<file path="config.mk">
export PLATFORM = sky130hd
export DESIGN_NAME = score_keeper
export DESIGN_NICKNAME = d
export VERILOG_FILES = /design/src/rtl/score_pkg.sv /design/src/rtl/sound_cmd_timer.sv /design/src/rtl/score_keeper.sv
export SDC_FILE = /design/constraint.sdc
export NUM_CORES = 1
export LEC_CHECK = 0
export CAP_MARGIN = 10
export CORE_AREA = 2 2 87 97
export CTS_CLUSTER_SIZE = 28
export DETAILED_ROUTE_END_ITERATION = 12
export DIE_AREA = 0 0 89 99
export PLACE_DENSITY_LB_ADDON = 0.05
export SLEW_MARGIN = 10
export SYNTH_ARGS = -nofsm -noshare
export SYNTH_HDL_FRONTEND = slang
export SYNTH_SLANG_ARGS = --single-unit
</file>
<file path="constraint.sdc">
create_clock -name i_Clk -period 5.87 [get_ports i_Clk]
set_input_delay 1.761 -clock i_Clk [delete_from_list [all_inputs] [get_ports i_Clk]]
set_output_delay 1.761 -clock i_Clk [all_outputs]
set_load 0.01 [all_outputs]
</file>
<file path="src/rtl/score_pkg.sv">
`default_nettype none
// ============================================================================
// Module      : score_pkg
// Description : Shared codes, state encodings and score arithmetic helpers
//               for the score_keeper judgement-to-score stage.
// Revision    : 1.0 - initial release
// ============================================================================
package score_pkg;

    // Judgement codes from the note-judge logic
    localparam logic [1:0] JUDGE_NONE    = 2'b00;
    localparam logic [1:0] JUDGE_PERFECT = 2'b01;
    localparam logic [1:0] JUDGE_GOOD    = 2'b10;
    localparam logic [1:0] JUDGE_MISS    = 2'b11;

    // Sound command codes towards the display/sound block
    localparam logic [1:0] SND_SILENT    = 2'b00;
    localparam logic [1:0] SND_PERFECT   = 2'b01;
    localparam logic [1:0] SND_GOOD      = 2'b10;
    localparam logic [1:0] SND_MISS      = 2'b11;

    typedef enum logic [1:0] {
        ST_IDLE = 2'b00,
        ST_PLAY = 2'b01,
        ST_DONE = 2'b10
    } state_t;

    localparam logic [15:0] SCORE_MAX = 16'd9999;
    localparam logic [7:0]  COMBO_MAX = 8'd99;

    // Operands never exceed 9999 + 509, so the 16-bit sum cannot wrap
    function automatic logic [15:0] sat_score_add(input logic [15:0] a,
                                                  input logic [15:0] b);
        logic [15:0] sum;
        sum = a + b;
        return (sum > SCORE_MAX) ? SCORE_MAX : sum;
    endfunction

    function automatic logic [1:0] judge_to_snd(input logic [1:0] judge);
        logic [1:0] snd;
        snd = SND_SILENT;
        case (judge)
            JUDGE_PERFECT: snd = SND_PERFECT;
            JUDGE_GOOD:    snd = SND_GOOD;
            JUDGE_MISS:    snd = SND_MISS;
            default:       snd = SND_SILENT;
        endcase
        return snd;
    endfunction

endpackage
`default_nettype wire

</file>
<file path="src/rtl/sound_cmd_timer.sv">
`default_nettype none
// ============================================================================
// Module      : sound_cmd_timer
// Description : Holds a sound command code for SOUND_HOLD cycles after each
//               load; a new load overrides the code and restarts the hold.
// Revision    : 1.0 - initial release
// ============================================================================
module sound_cmd_timer
    import score_pkg::*;
#(
    parameter int SOUND_HOLD = 5_000_000
) (
    input  logic       i_Clk,
    input  logic       i_Rst_n,
    input  logic       i_Clear,
    input  logic       i_Load,
    input  logic [1:0] i_Code,
    output logic [1:0] o_Sound_Cmd
);

    localparam int                 c_TMR_W    = (SOUND_HOLD > 1) ? $clog2(SOUND_HOLD) : 1;
    localparam logic [c_TMR_W-1:0] c_TMR_LOAD = c_TMR_W'(SOUND_HOLD - 1);
    localparam logic [c_TMR_W-1:0] c_TMR_ONE  = c_TMR_W'(1);

    logic [c_TMR_W-1:0] r_timer;
    logic [1:0]         r_cmd;

    // Code drops to silent on the cycle after the timer has counted down to 0
    always_ff @(posedge i_Clk or negedge i_Rst_n) begin
        if (!i_Rst_n) begin
            r_timer <= '0;
            r_cmd   <= SND_SILENT;
        end else if (i_Clear) begin
            r_timer <= '0;
            r_cmd   <= SND_SILENT;
        end else if (i_Load) begin
            r_timer <= c_TMR_LOAD;
            r_cmd   <= i_Code;
        end else if (r_cmd != SND_SILENT) begin
            if (r_timer == '0) begin
                r_cmd <= SND_SILENT;
            end else begin
                r_timer <= r_timer - c_TMR_ONE;
            end
        end
    end

    assign o_Sound_Cmd = r_cmd;

endmodule
`default_nettype wire

</file>
<file path="src/rtl/score_keeper.sv">
`default_nettype none
// ============================================================================
// Module      : score_keeper
// Description : Converts judgement pulses into a saturating score, combo,
//               max combo and held sound command. Define
//               SCORE_KEEPER_FULLCOMBO_EN to add the full-combo bonus/flag.
// Revision    : 1.0 - initial release
// ============================================================================
module score_keeper
    import score_pkg::*;
#(
    parameter int PTS_PERFECT = 10,
    parameter int PTS_GOOD    = 5,
    parameter int SOUND_HOLD  = 5_000_000
`ifdef SCORE_KEEPER_FULLCOMBO_EN
    ,
    parameter int FC_BONUS    = 500
`endif
) (
    input  logic        i_Clk,
    input  logic        i_Rst_n,
    input  logic        i_Start,
    input  logic        i_End,
    input  logic        i_Judge_Valid,
    input  logic [1:0]  i_Judge,
    output logic [15:0] o_Score,
    output logic [7:0]  o_Combo,
    output logic [7:0]  o_Max_Combo,
    output logic [1:0]  o_Sound_Cmd,
    output logic [1:0]  o_State
`ifdef SCORE_KEEPER_FULLCOMBO_EN
    ,
    output logic        o_Full_Combo
`endif
);

    localparam logic [15:0] c_PTS_PERFECT = 16'(PTS_PERFECT);
    localparam logic [15:0] c_PTS_GOOD    = 16'(PTS_GOOD);

    state_t      r_state, w_state_nxt;
    logic [15:0] r_score, w_score_nxt;
    logic [7:0]  r_combo, w_combo_nxt;
    logic [7:0]  r_max_combo, w_max_nxt;

    logic        w_accept;
    logic        w_hit;
    logic        w_miss;
    logic        w_end_now;
    logic [15:0] w_add;
    logic [7:0]  w_combo_inc;

`ifdef SCORE_KEEPER_FULLCOMBO_EN
    localparam logic [15:0] c_FC_BONUS = 16'(FC_BONUS);
    logic r_miss_flag, w_miss_flag_nxt;
    logic r_full_combo, w_full_combo_nxt;
`endif

    // A start pulse takes priority and drops any judgement in the same cycle
    assign w_accept  = (r_state == ST_PLAY) && i_Judge_Valid &&
                       (i_Judge != JUDGE_NONE) && !i_Start;
    assign w_hit     = w_accept && ((i_Judge == JUDGE_PERFECT) || (i_Judge == JUDGE_GOOD));
    assign w_miss    = w_accept && (i_Judge == JUDGE_MISS);
    assign w_end_now = (r_state == ST_PLAY) && i_End && !i_Start;

    assign w_add       = ((i_Judge == JUDGE_PERFECT) ? c_PTS_PERFECT : c_PTS_GOOD) +
                         {8'd0, r_combo / 8'd10};
    assign w_combo_inc = (r_combo >= COMBO_MAX) ? COMBO_MAX : (r_combo + 8'd1);

    always_ff @(posedge i_Clk or negedge i_Rst_n) begin
        if (!i_Rst_n) begin
            r_state     <= ST_IDLE;
            r_score     <= '0;
            r_combo     <= '0;
            r_max_combo <= '0;
`ifdef SCORE_KEEPER_FULLCOMBO_EN
            r_miss_flag  <= 1'b0;
            r_full_combo <= 1'b0;
`endif
        end else begin
            r_state     <= w_state_nxt;
            r_score     <= w_score_nxt;
            r_combo     <= w_combo_nxt;
            r_max_combo <= w_max_nxt;
`ifdef SCORE_KEEPER_FULLCOMBO_EN
            r_miss_flag  <= w_miss_flag_nxt;
            r_full_combo <= w_full_combo_nxt;
`endif
        end
    end

    always_comb begin
        w_state_nxt = r_state;
        w_score_nxt = r_score;
        w_combo_nxt = r_combo;
        w_max_nxt   = r_max_combo;
`ifdef SCORE_KEEPER_FULLCOMBO_EN
        w_miss_flag_nxt  = r_miss_flag;
        w_full_combo_nxt = r_full_combo;
`endif
        if (i_Start) begin
            w_state_nxt = ST_PLAY;
            w_score_nxt = '0;
            w_combo_nxt = '0;
            w_max_nxt   = '0;
`ifdef SCORE_KEEPER_FULLCOMBO_EN
            w_miss_flag_nxt  = 1'b0;
            w_full_combo_nxt = 1'b0;
`endif
        end else begin
            if (w_hit) begin
                w_score_nxt = sat_score_add(r_score, w_add);
                w_combo_nxt = w_combo_inc;
                if (w_combo_inc > r_max_combo) begin
                    w_max_nxt = w_combo_inc;
                end
            end else if (w_miss) begin
                w_combo_nxt = '0;
            end

            case (r_state)
                ST_IDLE: w_state_nxt = ST_IDLE;
                ST_PLAY: if (i_End) w_state_nxt = ST_DONE;
                ST_DONE: w_state_nxt = ST_DONE;
                default: w_state_nxt = ST_IDLE;
            endcase

`ifdef SCORE_KEEPER_FULLCOMBO_EN
            if (w_miss) begin
                w_miss_flag_nxt = 1'b1;
            end
            // Bonus is applied on top of any same-cycle judgement
            if (w_end_now && !r_miss_flag && !w_miss && (w_max_nxt != 8'd0)) begin
                w_score_nxt      = sat_score_add(w_score_nxt, c_FC_BONUS);
                w_full_combo_nxt = 1'b1;
            end
`endif
        end
    end

    sound_cmd_timer #(
        .SOUND_HOLD (SOUND_HOLD)
    ) u_sound_cmd_timer (
        .i_Clk       (i_Clk),
        .i_Rst_n     (i_Rst_n),
        .i_Clear     (i_Start),
        .i_Load      (w_accept),
        .i_Code      (judge_to_snd(i_Judge)),
        .o_Sound_Cmd (o_Sound_Cmd)
    );

    assign o_Score     = r_score;
    assign o_Combo     = r_combo;
    assign o_Max_Combo = r_max_combo;
    assign o_State     = r_state;
`ifdef SCORE_KEEPER_FULLCOMBO_EN
    assign o_Full_Combo = r_full_combo;
`endif

endmodule
`default_nettype wire

</file>
==> results of run 1 <==
area by class of cell:
class,instances,area [um2]
tap,108,135.1
fill,699,2674
clock buffer,10,127.6
multi-input combinational,388,2728
sequential,59,1476
timing repair buffer,50,475.5
clock inverter,6,65.06
inverter,39,146.4
cell usage in the layout, fill, tap and decap left out, types with 3 or more instances in the layout:
cell and n:
and2_1 6, a31oi_1 8, nand4b_1 5, mux2i_1 6, ha_1 25, a21oi_1 38, nor4_1 10, a2111oi_0 3
nor2b_1 5, fa_1 5, xnor2_1 18, a211oi_1 7, a21oi_2 3, and3_1 9, a21o_1 7, o21a_1 5
xor2_1 11, nor3_1 12, buf_4 8, nand4_1 7, or3_1 4, nor2_1 52, nand2_1 34, nor3b_1 3
inv_1 38, dfrtp_1 59, nand3_1 14, o21ai_0 21, mux2_2 6, clkbuf_8 9, clkdlybuf4s50_1 41, nand2b_1 8
or2_2 4, a22o_1 6
state kept, by name (all words and copies together) (netlist names):
| name | count |
|---|---|
| o_Combo | 8 |
| o_Max_Combo | 8 |
| o_Score | 16 |
| o_State | 2 |
| u_sound_cmd_timer.o_Sound_Cmd | 2 |
| u_sound_cmd_timer.r_timer | 23 |
cell families (layout without fill, tap and decap cells):
logic type	count (synthesis)	count (layout)
buf+inv	62	105
compound gates	125	125
mux	13	13
flops	59	59
xor+xnor	29	29
simple gates	191	191
fa+ha+maj	30	30
how the worst min path moves through the flow:
stage                                        startpoint                             to  slack (ns)  cells past startpoint
after floorplan           u_sound_cmd_timer.r_timer[21]  u_sound_cmd_timer.r_timer[21]        0.50                      2
after global placement    u_sound_cmd_timer.r_timer[21]  u_sound_cmd_timer.r_timer[21]        0.52                      2
after detailed placement  u_sound_cmd_timer.r_timer[13]  u_sound_cmd_timer.r_timer[13]        0.54                      2
after CTS                 u_sound_cmd_timer.r_timer[13]  u_sound_cmd_timer.r_timer[13]        0.56                      2
after global routing      u_sound_cmd_timer.r_timer[13]  u_sound_cmd_timer.r_timer[13]        0.58                      2
final                     u_sound_cmd_timer.r_timer[21]  u_sound_cmd_timer.r_timer[21]        0.56                      2
through the flow:
stage | util | hold slack [ns] | worst slack [ns]
floorplan | - | 0.4969 | 0.5394
finish | 0.6584 | 0.5586 | 0.5247
global route | 0.6584 | 0.5831 | 0.02694
CTS | 0.6584 | 0.5610 | 0.5029
global placement | 0.6338 | 0.5224 | 0.2926
detailed placement | 0.6338 | 0.5424 | 0.1621
power by group through the flow:
stage | registers [W] | clock network (W) | logic (W)
finish | 0.000523 | 0.000375 | 0.000413
global placement | 0.000527 | 0 | 0.000405
global route | 0.000532 | 0.000398 | 0.000467
detailed placement | 0.000530 | 0 | 0.000412
CTS | 0.000523 | 0.000380 | 0.000415
floorplan | 0.000521 | 0 | 0.000324
tightest hold or removal path, stage by stage (launching register included):
cell and delay [ns]:
dfrtp_1 0.37, xor2_1 0.07, nor2_1 0.07
per-layer routing:
metal,vias to the layer above,track usage,routed length [um],part of all wire
met2,84,0.4254,5229,0.51
met4,0,0.07003,157,0.015
met1,1877,0.3269,4483,0.44
met3,15,0.04941,415,0.040
li1,1895,-,-,-
met5,-,0,0,0
==> results.cfg, run 1 <==
[yosys]
muxShareOfSynthArea = 0.03368
synth_area_leaders = dfrtp_1 (33%), ha_1 (7.0%), nor2_1 (4.4%), a21oi_1 (4.3%), xnor2_1 (3.5%)
ys_warn_count = 0
synth_seq_cells = 59
ys_types = 75
synth_top_family_by_area = simple AND/OR/NAND/NOR gates
yosysMostFrequentCell = dfrtp_1
synthAdderAreaFrac = 0.09262
synth_top_area_share = 0.3312
synth_top_cells_by_count = dfrtp_1 (59), nor2_1 (52), a21oi_1 (38), inv_1 (38), nand2_1 (34)
syn_nets = 546
async_reset_ff_frac = 1.000
syn_area_mm2 = 0.004458
synth_xor_area_frac = 0.05697
synthCells = 509
synthSimpleGateAreaFrac = 0.2324
avgSynthCellArea_um2 = 8.758
synth_edf_count = 0
ys_seq_area_frac = 0.3312
synth_ff_type = dfrtp_1
synth_top_area_cell = dfrtp_1
synth_compound_gate_area_share = 0.1962

[pwr]
p_per_area_mw_per_mm2 = 254.3
clockPowerShare = 0.286
p_leak_nw = 2.239
p_switching_w = 0.0004636
ir_worst_vdd_uv = 217.5
p_int_w = 0.0008468
seqPwrFrac = 0.399
report.power.total_w = 0.001310
combPwrFrac = 0.315
netSwitchingFraction = 0.3538

[clock_network]
post_cts_buffers = 0
clock_sinks = 59
htree_levels = 3
cts_tree = yes
cts_buffers = 9
worstSkewPairLatency_ns = 0.36
holdBufCountCts = 0
root_buffer = clkbuf_8
cts_buffer_depth = 2
clk_pin_slew_ns = 0.08
cts_resized = 0

[finish]
syn_to_final_growth_pct = 15.60
final_cell_area_mm2 = 0.005154
stdcell_count = 660
final_layout_size_suffix_gt1_frac = 0.1051
nets = 584
num_antenna_cells = 0

[timing]
drv_slew = 0
worstMarginPinSlew_ns = 0.8499
timing.fmax_mhz = 187.1
hold_violations = 0
rsz0062_at_grt = no
fin_worst_skew_ns = 0.01383
setup_viol = 0
period_minus_slack_ns = 5.345
setup_tns_ns = 0
slew_headroom = 0.4187
fin_crit_sh = 0.9106

[worst_setup_path]
cp-startpoint = o_Combo[5]
endpoint = o_Score[6]
crit_family = compound AO/OA/AOI/OAI gates
crit_path_end_kind = flip-flop
crit_type = reg2reg
critPathMaxStageDelay_ns = 0.59
r2r-end = o_Score[6]
crit_required_ns = 6.16
cp_num_cells = 19
reg2reg_depth = 19
crit_path_start_kind = flip-flop
path_cells = ha_1, nand3b_1, a2111oi_0, or2_2, nand2b_1, mux4_2, o31ai_1, nor4_1, fa_1, inv_1, ha_1, fa_1, a211o_1, a21oi_2, a211oi_1, a221oi_4, nand3_4, o311ai_0, o21a_1
r2r-start = o_Combo[5]
arrival_ns = 5.64
critPathBufInv = 1
crit_fanout = 9
rrSetupSlack_ns = 0.52
cp_slowest_cell = a2111oi_0

[grt]
grt_pass1_wl_um = 17650
grt_max_degree = 60
overflow = 0
track_usage = 0.2518
grt_pass1_vias = 3786
antenna_found_initial = 0

[die]
pin_count = 43
rows = 34
core_area_mm2 = 0.007828
dieArea_mm2 = 0.008811
die_y_um = 99
start_util = 0.5695
die_w_um = 89

[place]
dp_hpwl_um = 7484
placedCellCount = 644
numPortBuffers = 42
placed_cell_area_mm2 = 0.004961
gp_congestion = 0.9033

[drt]
antenna_left = 0
wl_um = 10290
vias_per_cell = 5.865
vias = 3871
drt_iter0_drc = 156
wl_per_cell_um = 15.58
drtPass1Iterations = 4
drc = 0

[outcome]
outcome = complete, no violations

[flow_run]
maxCapViolCount = 0

[hold_path]
hp-class = reg2reg
(Power assumes the default switching activity.)
==> inputs of run 2 (changes only) <==
--- a/config.mk
+++ b/config.mk
@@ -11,6 +11,7 @@
 export DETAILED_ROUTE_END_ITERATION = 12
 export DIE_AREA = 0 0 89 99
 export PLACE_DENSITY_LB_ADDON = 0.05
+export SETUP_SLACK_MARGIN = 0.05
 export SLEW_MARGIN = 10
 export SYNTH_ARGS = -nofsm -noshare
 export SYNTH_HDL_FRONTEND = slang
==> run 2 against run 1 <==
Net effect:
- critical path depth shrank 4
- clock power is essentially flat
- critical endpoint unchanged
- combinational power is essentially flat
- worst setup slack gained 0.016 ns
- cell count is the same
- largest cell class unchanged
==> results.cfg, run 2 (synthesis results as in run 1) <==
[outcome]
outcome = complete, no violations

[grt]
grt_max_degree = 60
track_usage = 0.2518
grt_pass1_vias = 3786
antenna_found_initial = 0
overflow = 0
grt_pass1_wl_um = 17650

[drt]
wl_per_cell_um = 15.54
antenna_left = 0
wl_um = 10260
drtPass1Iterations = 4
drt_iter0_drc = 157
vias_per_cell = 5.868
vias = 3873
drc = 0

[worst_setup_path]
crit_path_start_kind = input pin
cp_slowest_cell = fa_1
crit_path_end_kind = flip-flop
r2r-start = o_Combo[5]
cp-startpoint = i_Judge[1]
crit_required_ns = 6.16
path_cells = clkdlybuf4s50_1, inv_1, ha_1, inv_1, fa_1, inv_1, ha_1, fa_1, a211o_1, a21oi_2, a211oi_1, a221oi_4, nand3_4, o311ai_0, o21a_1
arrival_ns = 5.62
critPathMaxStageDelay_ns = 0.51
r2r-end = o_Score[6]
endpoint = o_Score[6]
cpMostUsedCell = inv_1
crit_type = in2reg
rrSetupSlack_ns = 0.56
reg2reg_depth = 19
crit_fanout = 9

[timing]
hold_violations = 0
period_minus_slack_ns = 5.330
timing.fmax_mhz = 187.6
setup_tns_ns = 0
drv_slew = 0
setup_viol = 0
fin_crit_sh = 0.9080
worstMarginPinSlew_ns = 0.8517
rsz0062_at_grt = no
fin_worst_skew_ns = 0.01362
slew_headroom = 0.4175

[clock_network]
cts_buffers = 9
htree_levels = 3
holdBufCountCts = 0
cts_buffer_depth = 2
clock_sinks = 59
worstSkewPairLatency_ns = 0.35
clk_pin_slew_ns = 0.08
cts_tree = yes
root_buffer = clkbuf_8

[pwr]
clockPowerShare = 0.285
p_int_w = 0.0008468
ir_worst_vdd_uv = 217.5
p_per_area_mw_per_mm2 = 253.9
p_leak_nw = 2.239
netSwitchingFraction = 0.3530
p_switching_w = 0.0004621
seqPwrFrac = 0.400
report.power.total_w = 0.001309
combPwrFrac = 0.315

[finish]
final_layout_size_suffix_gt1_frac = 0.1051
nets = 584
layout_common_cells = dfrtp_1 (59), nor2_1 (52), clkdlybuf4s50_1 (41), inv_1 (38), a21oi_1 (38)
stdcell_count = 660
top_register = u_sound_cmd_timer.r_timer
num_antenna_cells = 0
syn_to_final_growth_pct = 15.63
largest_reg_flops = 23
final_common_cell = dfrtp_1

[die]
dieArea_mm2 = 0.008811
pin_count = 43
rows = 34
core_area_mm2 = 0.007828
die_y_um = 99
die_w_um = 89
start_util = 0.5695

[place]
gp_congestion = 0.9033
placedCellCount = 644
dp_hpwl_um = 7484
numPortBuffers = 42

[flow_run]
maxCapViolCount = 0

[hold_path]
hp-class = reg2reg
-- run 2: area by class of cell --
class / count / area (um2)
Clock buffer: 10 / 127.6
Clock inverter: 6 / 65.06
Fill cell: 698 / 2673
Inverter: 39 / 146.4
Multi-Input combinational cell: 388 / 2729
Sequential cell: 59 / 1476
Tap cell: 108 / 135.1
Timing Repair Buffer: 50 / 475.5
-- run 2: per-stage QoR --
stage	hold WS [ns]	worst slack, ns	utilization	area (um2)
finish	0.5586	0.5403	0.6586	5155
global route	0.5831	0.07296	0.6586	5155
CTS	0.5610	0.5029	0.6584	5154
detailed placement	0.5424	0.1621	0.6338	4961
global placement	0.5224	0.2926	0.6338	4961
floorplan	0.4969	0.5394	-	4458
-- run 2: power by group through the flow --
stage                     clock (W)  combinational (W)  sequential [W]
after global placement            0           0.000405        0.000527
after floorplan                   0           0.000324        0.000521
after global routing       0.000398           0.000467        0.000532
after detailed placement          0           0.000412        0.000530
final                      0.000373           0.000413        0.000523
after CTS                  0.000380           0.000415        0.000523
-- run 2: worst min path at each step --
| stage | start | endpoint | slack, ns | cells after the start |
|---|---|---|---|---|
| final | u_sound_cmd_timer.r_timer[21] | u_sound_cmd_timer.r_timer[21] | 0.56 | 2 |
| after CTS | u_sound_cmd_timer.r_timer[13] | u_sound_cmd_timer.r_timer[13] | 0.56 | 2 |
| after detailed placement | u_sound_cmd_timer.r_timer[13] | u_sound_cmd_timer.r_timer[13] | 0.54 | 2 |
| after floorplan | u_sound_cmd_timer.r_timer[21] | u_sound_cmd_timer.r_timer[21] | 0.50 | 2 |
| after global routing | u_sound_cmd_timer.r_timer[13] | u_sound_cmd_timer.r_timer[13] | 0.58 | 2 |
| after global placement | u_sound_cmd_timer.r_timer[21] | u_sound_cmd_timer.r_timer[21] | 0.52 | 2 |
-- run 2: timing repair --
item	in CTS	in global routing
setup buffers	0	0
resized for setup	0	1
setup endpoints to repair	0	1
-- run 2: critical path, delay by kind of cell --
| kind | cells | cell delay, ns |
|---|---|---|
| fa+ha+maj | 4 | 1.35 |
| buf+inv | 4 | 0.72 |
| simple gates | 1 | 0.16 |
| compound gates | 6 | 1.61 |
-- run 2: layer usage --
metal,global-route usage,part of all wire
met1,0.3269,0.44
met5,0,0
met2,0.4254,0.51
met3,0.04941,0.033
met4,0.07003,0.018
